`src/rtl/ram_pkg.sv`:
```
// Shared constants and sizing helpers for the RAM request adapter and its
// response buffer.
package ram_pkg;

  localparam int RSP_DEPTH_MIN = 3;

  // Bits needed to hold an occupancy value from 0 up to and including depth.
  function automatic int occ_width(input int depth);
    return $clog2(depth + 1);
  endfunction

endpackage

```
`src/rtl/rsp_fifo.sv`:
```
// Register-based response FIFO with circular pointers that wrap modulo DEPTH
// and an explicit entry count.
module rsp_fifo
  import ram_pkg::*;
#(
  parameter int WIDTH = 8,
  parameter int DEPTH = 3,
  localparam int CNT_W = occ_width(DEPTH)
) (
  input  logic             clk,
  input  logic             rst,
  input  logic             i_push,
  input  logic [WIDTH-1:0] i_pushData,
  input  logic             i_pop,
  output logic [WIDTH-1:0] o_headData,
  output logic [CNT_W-1:0] o_count
);

  localparam int PTR_W = $clog2(DEPTH);

  logic [WIDTH-1:0] r_mem [DEPTH];
  logic [PTR_W-1:0] r_wrPtr;
  logic [PTR_W-1:0] r_rdPtr;
  logic [CNT_W-1:0] r_count;

  function automatic logic [PTR_W-1:0] nextPtr(input logic [PTR_W-1:0] ptr);
    return (ptr == PTR_W'(DEPTH - 1)) ? '0 : ptr + 1'b1;
  endfunction

  always_ff @(posedge clk) begin
    if (rst) begin
      r_wrPtr <= '0;
      r_rdPtr <= '0;
      r_count <= '0;
    end else begin
      if (i_push) r_wrPtr <= nextPtr(r_wrPtr);
      if (i_pop)  r_rdPtr <= nextPtr(r_rdPtr);
      case ({i_push, i_pop})
        2'b10:   r_count <= r_count + 1'b1;
        2'b01:   r_count <= r_count - 1'b1;
        default: r_count <= r_count;
      endcase
    end
  end

  // Storage carries no reset; only the pointers and count decide what is valid.
  always_ff @(posedge clk) begin
    if (i_push) r_mem[r_wrPtr] <= i_pushData;
  end

  always_ff @(posedge clk) begin
    if (!rst) begin
      assert (!(i_pop && (r_count == '0)));
      assert (!(i_push && (r_count == CNT_W'(DEPTH))));
    end
  end

  assign o_headData = r_mem[r_rdPtr];
  assign o_count    = r_count;

endmodule

```
`src/rtl/ram_req_adapter.sv`:
```
// Adapts a valid/ready request stream onto a single-port RAM with one-cycle
// registered read data, buffering read responses in order.
module ram_req_adapter
  import ram_pkg::*;
#(
  parameter int WIDTH     = 8,
  parameter int ADDR_BITS = 11,
  parameter int RSP_DEPTH = 3
) (
  input  logic                 clk,
  input  logic                 rst,
  input  logic                 req_valid,
  output logic                 req_ready,
  input  logic                 req_we,
  input  logic [ADDR_BITS-1:0] req_addr,
  input  logic [WIDTH-1:0]     req_wdata,
  output logic                 rsp_valid,
  input  logic                 rsp_ready,
  output logic [WIDTH-1:0]     rsp_data,
  output logic                 ram_we,
  output logic [ADDR_BITS-1:0] ram_addr,
  output logic [WIDTH-1:0]     ram_wdata,
  input  logic [WIDTH-1:0]     ram_rdata,
  output logic                 busy
);

  generate
    if (RSP_DEPTH < RSP_DEPTH_MIN) begin : g_depthCheck
      $error("ram_req_adapter: RSP_DEPTH must be at least 3");
    end
  endgenerate

  localparam int OCC_W = occ_width(RSP_DEPTH);
  localparam logic [OCC_W-1:0] DEPTH_OCC = OCC_W'(RSP_DEPTH);

  logic             r_inFlight;
  logic [OCC_W-1:0] w_count;
  logic [OCC_W-1:0] w_occupancy;
  logic             w_accept;
  logic             w_push;
  logic             w_pop;

  // Counting the in-flight read reserves its buffer slot before the data lands,
  // so a push can never meet a full FIFO.
  assign w_occupancy = w_count + OCC_W'(r_inFlight);
  assign req_ready   = !rst && (w_occupancy < DEPTH_OCC);
  assign w_accept    = req_valid && req_ready;

  assign ram_we    = w_accept && req_we;
  assign ram_addr  = req_addr;
  assign ram_wdata = req_wdata;

  assign rsp_valid = !rst && (w_count != '0);
  assign busy      = !rst && (w_occupancy != '0);
  assign w_push    = r_inFlight && !rst;
  assign w_pop     = rsp_valid && rsp_ready;

  always_ff @(posedge clk) begin
    if (rst) begin
      r_inFlight <= 1'b0;
    end else begin
      r_inFlight <= w_accept && !req_we;
    end
  end

  rsp_fifo #(
    .WIDTH (WIDTH),
    .DEPTH (RSP_DEPTH)
  ) u_rspFifo (
    .clk        (clk),
    .rst        (rst),
    .i_push     (w_push),
    .i_pushData (ram_rdata),
    .i_pop      (w_pop),
    .o_headData (rsp_data),
    .o_count    (w_count)
  );

endmodule
```
`config.mk`:
```
export PLATFORM = sky130hd
export DESIGN_NAME = ram_req_adapter
export DESIGN_NICKNAME = d
export VERILOG_FILES = /design/src/rtl/ram_pkg.sv /design/src/rtl/rsp_fifo.sv /design/src/rtl/ram_req_adapter.sv
export SDC_FILE = /design/constraint.sdc
export NUM_CORES = 1
export LEC_CHECK = 0
export ABC_AREA = 0
export BUFFER_PORTS_ARGS = -buffer_cell sky130_fd_sc_hd__buf_2
export CAP_MARGIN = 20
export CORE_MARGIN = 4
export CORE_UTILIZATION = 50
export DETAILED_ROUTE_END_ITERATION = 6
export PLACE_DENSITY = 0.92
export SYNTH_ARGS = -nofsm -noshare
export SYNTH_HDL_FRONTEND = slang
export SYNTH_SLANG_ARGS = --single-unit
```
`constraint.sdc`:
```
create_clock -name clk -period 2.8 [get_ports clk]
set_clock_uncertainty 0.2 [all_clocks]
set_input_delay 0.28 -clock clk [delete_from_list [all_inputs] [get_ports clk]]
set_output_delay 0.28 -clock clk [all_outputs]
set_load 0.02 [all_outputs]
```
==> impl_results.md, run 1 <==
* Total count of hold-check failures in the final report at 0
* Family with the most delay on the worst path: flip-flops
* Die width at 61.4 µm
* Final standard cell utilization of the core at 58.9%
* Floorplan die height at 61.4 µm
* Inserted Clock Buffers at 5
* Time the worst path needs with I/O delays and setup at 2.14 ns
* Fraction of synthesized cell area taken by the top area cell type at 50.5%
* Unrepaired setup endpoints after global routing: no
* Arrival @ worst endpoint at 1.66 ns
* Instance count of the mapped netlist at 114
* Die Outline Area at 3770 µm²
* Max-slew violations at 0
* Overflow left after global routing at 0
* Worst slew pin tran at 0.503 ns
* R2r endpoint: r_inFlight
* Stages on worst setup path at 5
* Maximum root-to-sink buffer count at 2
* GPL Wtd Cong at 0.664
* Diode insertion count for antenna repair at 0
* Clock slew at reported path FFs at 0.11 ns
* Clock share of power at 29.9%
* Total Nets Final at 170
* Mapped Avg Cell Area at 12.5 µm²
* Maximum VDD drop at 0.000513 V
* Number of vias per cell after detailed routing at 5.20
* Most used flip-flop cell after synthesis: edfxtp_1
* Number of vias in the routed layout at 873
* Critical Path Sink Type: output port
* Status: finished clean
* Portion of total power attributed to combinational logic at 7.6%
* Leakage power at 0.585 nW
* DRC violations left at 0
* Number of synthesized register bits at 33
* Via count of the first global-routing pass at 930
* Ratio of cells with drive above 1 in the final layout at 26.3%
* R2r setup slk at 0.83 ns
* Power per standard cell area at 535 nW/µm²
* Number of placement rows at 19
* Setup CP Type: reg2out
* Starting density of the core at 52.2%
* Number of enable-type register cells in the synthesized netlist at 24
* Synthesis-to-finish area growth at 12.7%
* Clock tree from TritonCTS: done
* Clock Root Buffer: clkbuf_4
* Depth of the most critical reg-to-reg path at 5
* Number of clock sinks at 33
* Worst R2R Start: r_inFlight
* First-pass GRT wire length at 3.96 mm
* Endpoints failing setup at 0
* Maximum number of pins on one net before global-route repair at 17
* Post-synthesis sequential area ratio at 63.1%
* Max incr delay on CP at 0.44 ns
* Avg WL per Cell at 15.2 µm
* Share of total power consumed by net switching at 23.6%
* Tightest hold margin at 0.0499 ns
* CP startpoint: r_inFlight
* Combined global-route utilization of all metal layers at 15.2%
* Number of antenna violations at the first check in global routing at 0
* Antenna viol nets, final at 0
* Reg power frac at 62.5%
* Number of top-level pins at 63
* Synthesized Nets at 148
* Count of cell types in the netlist at 23
* Last element of the critical path: ram_we
* Number of H-tree branching levels at 2
* Count of routing violations after the opening detailed-route iteration at 14
* Multi-input combinational cell area at 372 µm²
* Largest fanout on the critical path at 5
* Setup TNS at 0 ns
* CP cell instances: ha_1 > xor2_1 > nand2_1 > and4b_1 > buf_2
* Number of fill cells at 225
* Most instantiated cells after synthesis: edfxtp_1, buf_4, nand2_1
* Worst slew margin relative to its limit at 66.4%
* Flip-flop and latch area at 901 µm²
* Switching pwr at 203 µW
* Max-cap violations at 0
* Fmax at 0.466 GHz
* Worst min-delay path category: in2reg
* Std-Cell Core Area at 2730 µm²
* Buf/Inv on CP at 1
* Internal Dissipation at 657 µW
* Area leader, netlist: edfxtp_1
* Detailed placer's ending HPWL at 1.68 mm
* Number of buffers inserted to repair setup after CTS at 0
* FFs w/ async S/R, synth at 0%
* Worst-Skew Late Latency at 0.33 ns
* Quantity of I/O buffers inserted on ports at 24
* Initial DRT Pass Iterations at 4
* Leading cell types by total area after synthesis: edfxtp_1, dfxtp_1, buf_4
* Required time at the endpoint of the critical path at 2.32 ns
* Final WL at 2.55 mm
* Yosys warnings at 0
* Share of the clock period used by the worst path after layout at 76.6%
* Crit path max-delay cell type: dfxtp_1
* Critical Path Source Type: flip-flop
* Most used standard cell by instance count after synthesis: edfxtp_1
* Mapped Area at 1430 µm²
metal layers:
metal | share of wire (%) | vias up | global-route usage, % | routed length [µm]
met1 | 39 | 385 | 15.9 | 996
met2 | 46 | 37 | 24.0 | 1170
met5 | 0 | - | 0 | 0
li1 | - | 426 | - | -
met4 | 6.0 | 0 | 13.6 | 152
met3 | 8.9 | 25 | 5.24 | 226
sequential cells by signal, indices dropped and copies added (netlist names), named ones only:
name               flops
u_rspFifo.r_mem       24
u_rspFifo.r_wrPtr      2
u_rspFifo.o_count      2
u_rspFifo.r_rdPtr      2
r_inFlight             1
power by group through the flow:
stage                     combinational (mW)  clock [mW]  sequential (mW)
final                                 0.0651       0.257            0.537
after global routing                  0.0726       0.287            0.539
after CTS                             0.0655       0.260            0.538
after detailed placement              0.0549           0            0.549
after global placement                0.0513           0            0.548
after floorplan                       0.0737           0            0.545
per-stage QoR:
stage          std cells  power [mW]  area, µm²  setup slack, ns
3_3_place_gp         150       0.599       1450             1.05
4_1_cts              168       0.863       1610            0.635
3_5_place_dp         150       0.604       1450            0.993
2_1_floorplan        114       0.619       1430            0.864
5_1_grt              168       0.899       1610            0.424
6_report             168       0.860       1610            0.656
cells by family (layout without fill, tap and decap cells):
logic type / after synthesis / after routing / synth area share (%)
flip-flops: 33 / 33 / 63.1
AND/OR/NAND/NOR: 30 / 30 / 10.4
buffers and inverters: 22 / 45 / 10.9
AO/OA/AOI/OAI: 14 / 14 / 4.91
multiplexers: 10 / 10 / 7.10
XOR/XNOR: 3 / 3 / 1.84
adder cells (fa/ha/maj): 2 / 2 / 1.75
area by class of cell:
| type | count | area share [%] |
|---|---|---|
| sequential | 33 | 56.0 |
| timing repair buffer | 37 | 15.1 |
| tap | 31 | 2.41 |
| clock inverter | 3 | 1.09 |
| multi-input combinational | 59 | 23.1 |
| clock buffer | 5 | 2.33 |
cell usage in the layout (no fill, tap or decap):
cell,n
buf_2,24
edfxtp_1,24
nand2_1,12
dlygate4sd3_1,10
mux2i_1,9
o21ai_0,9
dfxtp_1,9
nor2_1,8
clkbuf_4,5
a21oi_1,4
buf_4,3
xor2_1,2
nor3b_1,2
or3_1,2
ha_1,2
clkinv_2,2
nand2b_1,1
nor3_1,1
and2_1,1
and4b_1,1
nor4bb_1,1
xnor2_1,1
o21ai_1,1
or3b_1,1
mux2_2,1
clkinvlp_4,1
worst min path at each step:
stage,startpoint,endpoint,slack (ns),cells past startpoint
after floorplan,req_we,r_inFlight,0.16,1
after global placement,req_we,r_inFlight,0.25,2
after detailed placement,req_we,r_inFlight,0.26,2
after CTS,rst,u_rspFifo.o_count[1],0.04,2
after global routing,rst,u_rspFifo.o_count[1],0.05,2
final,rst,u_rspFifo.o_count[1],0.05,2
what timing repair did:
action,4_1_cts,5_1_grt
hold buffers,10,0
endpoints found under the hold margin,25,0
resized for setup,0,0
Power figures use the tool's default switching activity.
==> run 2, diff against run 1 <==
Settings changed: CORE_UTILIZATION 50 to 46, PLACE_DENSITY 0.92 to 0.86.
Clock period 2.8 ns to 2 ns, I/O delays scaled along.
==> impl_results.md, run 2 (same netlist as run 1, synthesis figures left out) <==
* Layout Cell Area excl Fill at 1680 µm²
* Worst-Skew Late Latency at 0.32 ns
* Status: finished clean
* Buf/Inv on CP at 2
* Required time at the endpoint of the critical path at 2.06 ns
* Overflow left after global routing at 0
* Area of placed instances at 1450 µm²
* Worst slew margin relative to its limit at 69.2%
* Family with the most delay on the worst path: buffers and inverters
* Critical Path Sink Type: flip-flop
* Via count of the first global-routing pass at 911
* Endpoints failing setup at 0
* Maximum VDD drop at 0.000382 V
* Number of H-tree branching levels at 2
* Final WL at 2.50 mm
* Crit path max-delay cell type: dlygate4sd3_1
* Critical Path Source Type: primary input
* Total Nets Final at 174
* Number of clock sinks at 33
* Max incr delay on CP at 0.53 ns
* Initial DRT Pass Iterations at 3
* Number of antenna violations at the first check in global routing at 0
* Number of vias in the routed layout at 919
* Std-Cell Core Area at 2850 µm²
* Setup TNS at 0 ns
* Clock Root Buffer: clkbuf_4
* Arrival @ worst endpoint at 2.01 ns
* Post-layout instance count excluding filler cells at 172
* Maximum root-to-sink buffer count at 2
* Count of routing violations after the opening detailed-route iteration at 13
* Number of top-level pins at 63
* Worst min-delay path category: in2reg
* Diode insertion count for antenna repair at 0
* CP cell instances: dlygate4sd3_1 > clkbuf_4 > nand2b_2 > ha_1 > or3_1 > a21oi_1
* Worst slew pin tran at 0.461 ns
* Max FFs per register at 24
* Floorplan die height at 63.7 µm
* Time the worst path needs with I/O delays and setup at 1.95 ns
* Biggest register: u_rspFifo.r_mem
* Post-place setup slack at 0.163 ns
* Antenna viol nets, final at 0
* Maximum number of pins on one net before global-route repair at 17
* Most frequent cells in the layout: edfxtp_1, buf_2, nand2_1, dlygate4sd3_1
* Quantity of I/O buffers inserted on ports at 24
* Setup CP Type: in2reg
* Clock tree from TritonCTS: done
* Fmax at 0.513 GHz
* Largest fanout on the critical path at 8
* Min setup slack post-route at 0.0525 ns
* Ratio of cells with drive above 1 in the final layout at 31.2%
* Max-cap violations at 0
* Total power at 1.23 mW
* Combined global-route utilization of all metal layers at 13.3%
* Share of the clock period used by the worst path after layout at 97.4%
* Detailed placer's ending HPWL at 1.78 mm
* Die Outline Area at 4060 µm²
* Number of vias per cell after detailed routing at 5.34
* Most common cell after layout, fill and taps aside: edfxtp_1
* Number of fill cells at 239
* First-pass GRT wire length at 4.14 mm
* Die width at 63.7 µm
* Starting density of the core at 50.0%
* Clock slew at reported path FFs at 0.10 ns
* Avg WL per Cell at 14.5 µm
* Total count of hold-check failures in the final report at 0
* Leakage power at 0.607 nW
* Number of placement rows at 19
* Post-placement cell count at 150
* GPL Wtd Cong at 0.674
* Synthesis-to-finish area growth at 17.8%
* Power per standard cell area at 730 nW/µm²
* Inserted Clock Buffers at 5
* Unrepaired setup endpoints after global routing: yes
* DRC violations left at 0
* Max-slew violations at 0
run 2: cell count changes in the layout (fill, tap and decap cells not counted), sizes merged:
cell and delta:
buf +1, clkbuf +4, clkinv -2, clkinvlp -1, dlygate4sd3 +2
run 2: final cells by class:
class / instances / area (µm²) / area share (%)
timing repair buffer: 41 / 280 / 16.7
multi-input combinational: 59 / 394 / 23.4
tap: 31 / 38.8 / 2.31
sequential: 33 / 910 / 54.1
clock buffer: 8 / 58.8 / 3.50
run 2: final timing paths:
| kind | startpoint | depth (start not counted) | to | slack (ns) |
|---|---|---|---|---|
| worst max-delay path | rst | 6 | u_rspFifo.o_count[1] | 0.05 |
| worst min-delay path | rsp_ready | 4 | flip-flop | 0.07 |
| worst max register to register | r_inFlight | 5 | r_inFlight | 0.14 |
| worst min register to register | u_rspFifo.r_rdPtr[0] | 2 | flip-flop | 0.31 |
run 2: worst reg2reg max path: cells and delay by family (launching register included):
family / cells / cell delay [ns]
fa+ha+maj: 1 / 0.19
flops: 1 / 0.37
xor+xnor: 1 / 0.15
simple gates: 2 / 0.33
buf+inv: 1 / 0.57
run 2: metal layers:
metal  vias to the layer above  track usage [%]  part of all wire, %
li1                        440                -                    -
met1                       425             13.2                   36
met2                        40             23.5                   51
met3                        14             4.97                  9.1
met4                         0             8.36                  3.6
met5                         -                0                    0
run 2: repair_timing:
item / in CTS / in global routing
hold endpoints to repair: 31 / 0
hold buffers: 12 / 0
pin swaps: 0 / 1
setup endpoints to repair: 1 / 4
buffers inserted: 0 / 2
gates resized for setup: 2 / 10
run 2: where the power goes:
part	leakage [nW]	switching [mW]	internal (mW)	total, mW
combinational	0.283	0.0494	0.0522	0.102
clock	0.0326	0.202	0.173	0.375
sequential	0.291	0.0104	0.741	0.751
run 2: through the flow:
step,hold WS (ns),utilization [%]
2_1_floorplan,0.0775,-
3_3_place_gp,0.172,51.0
3_5_place_dp,0.183,51.0
4_1_cts,0.0600,57.3
5_1_grt,0.0997,58.9
6_report,0.0695,58.9
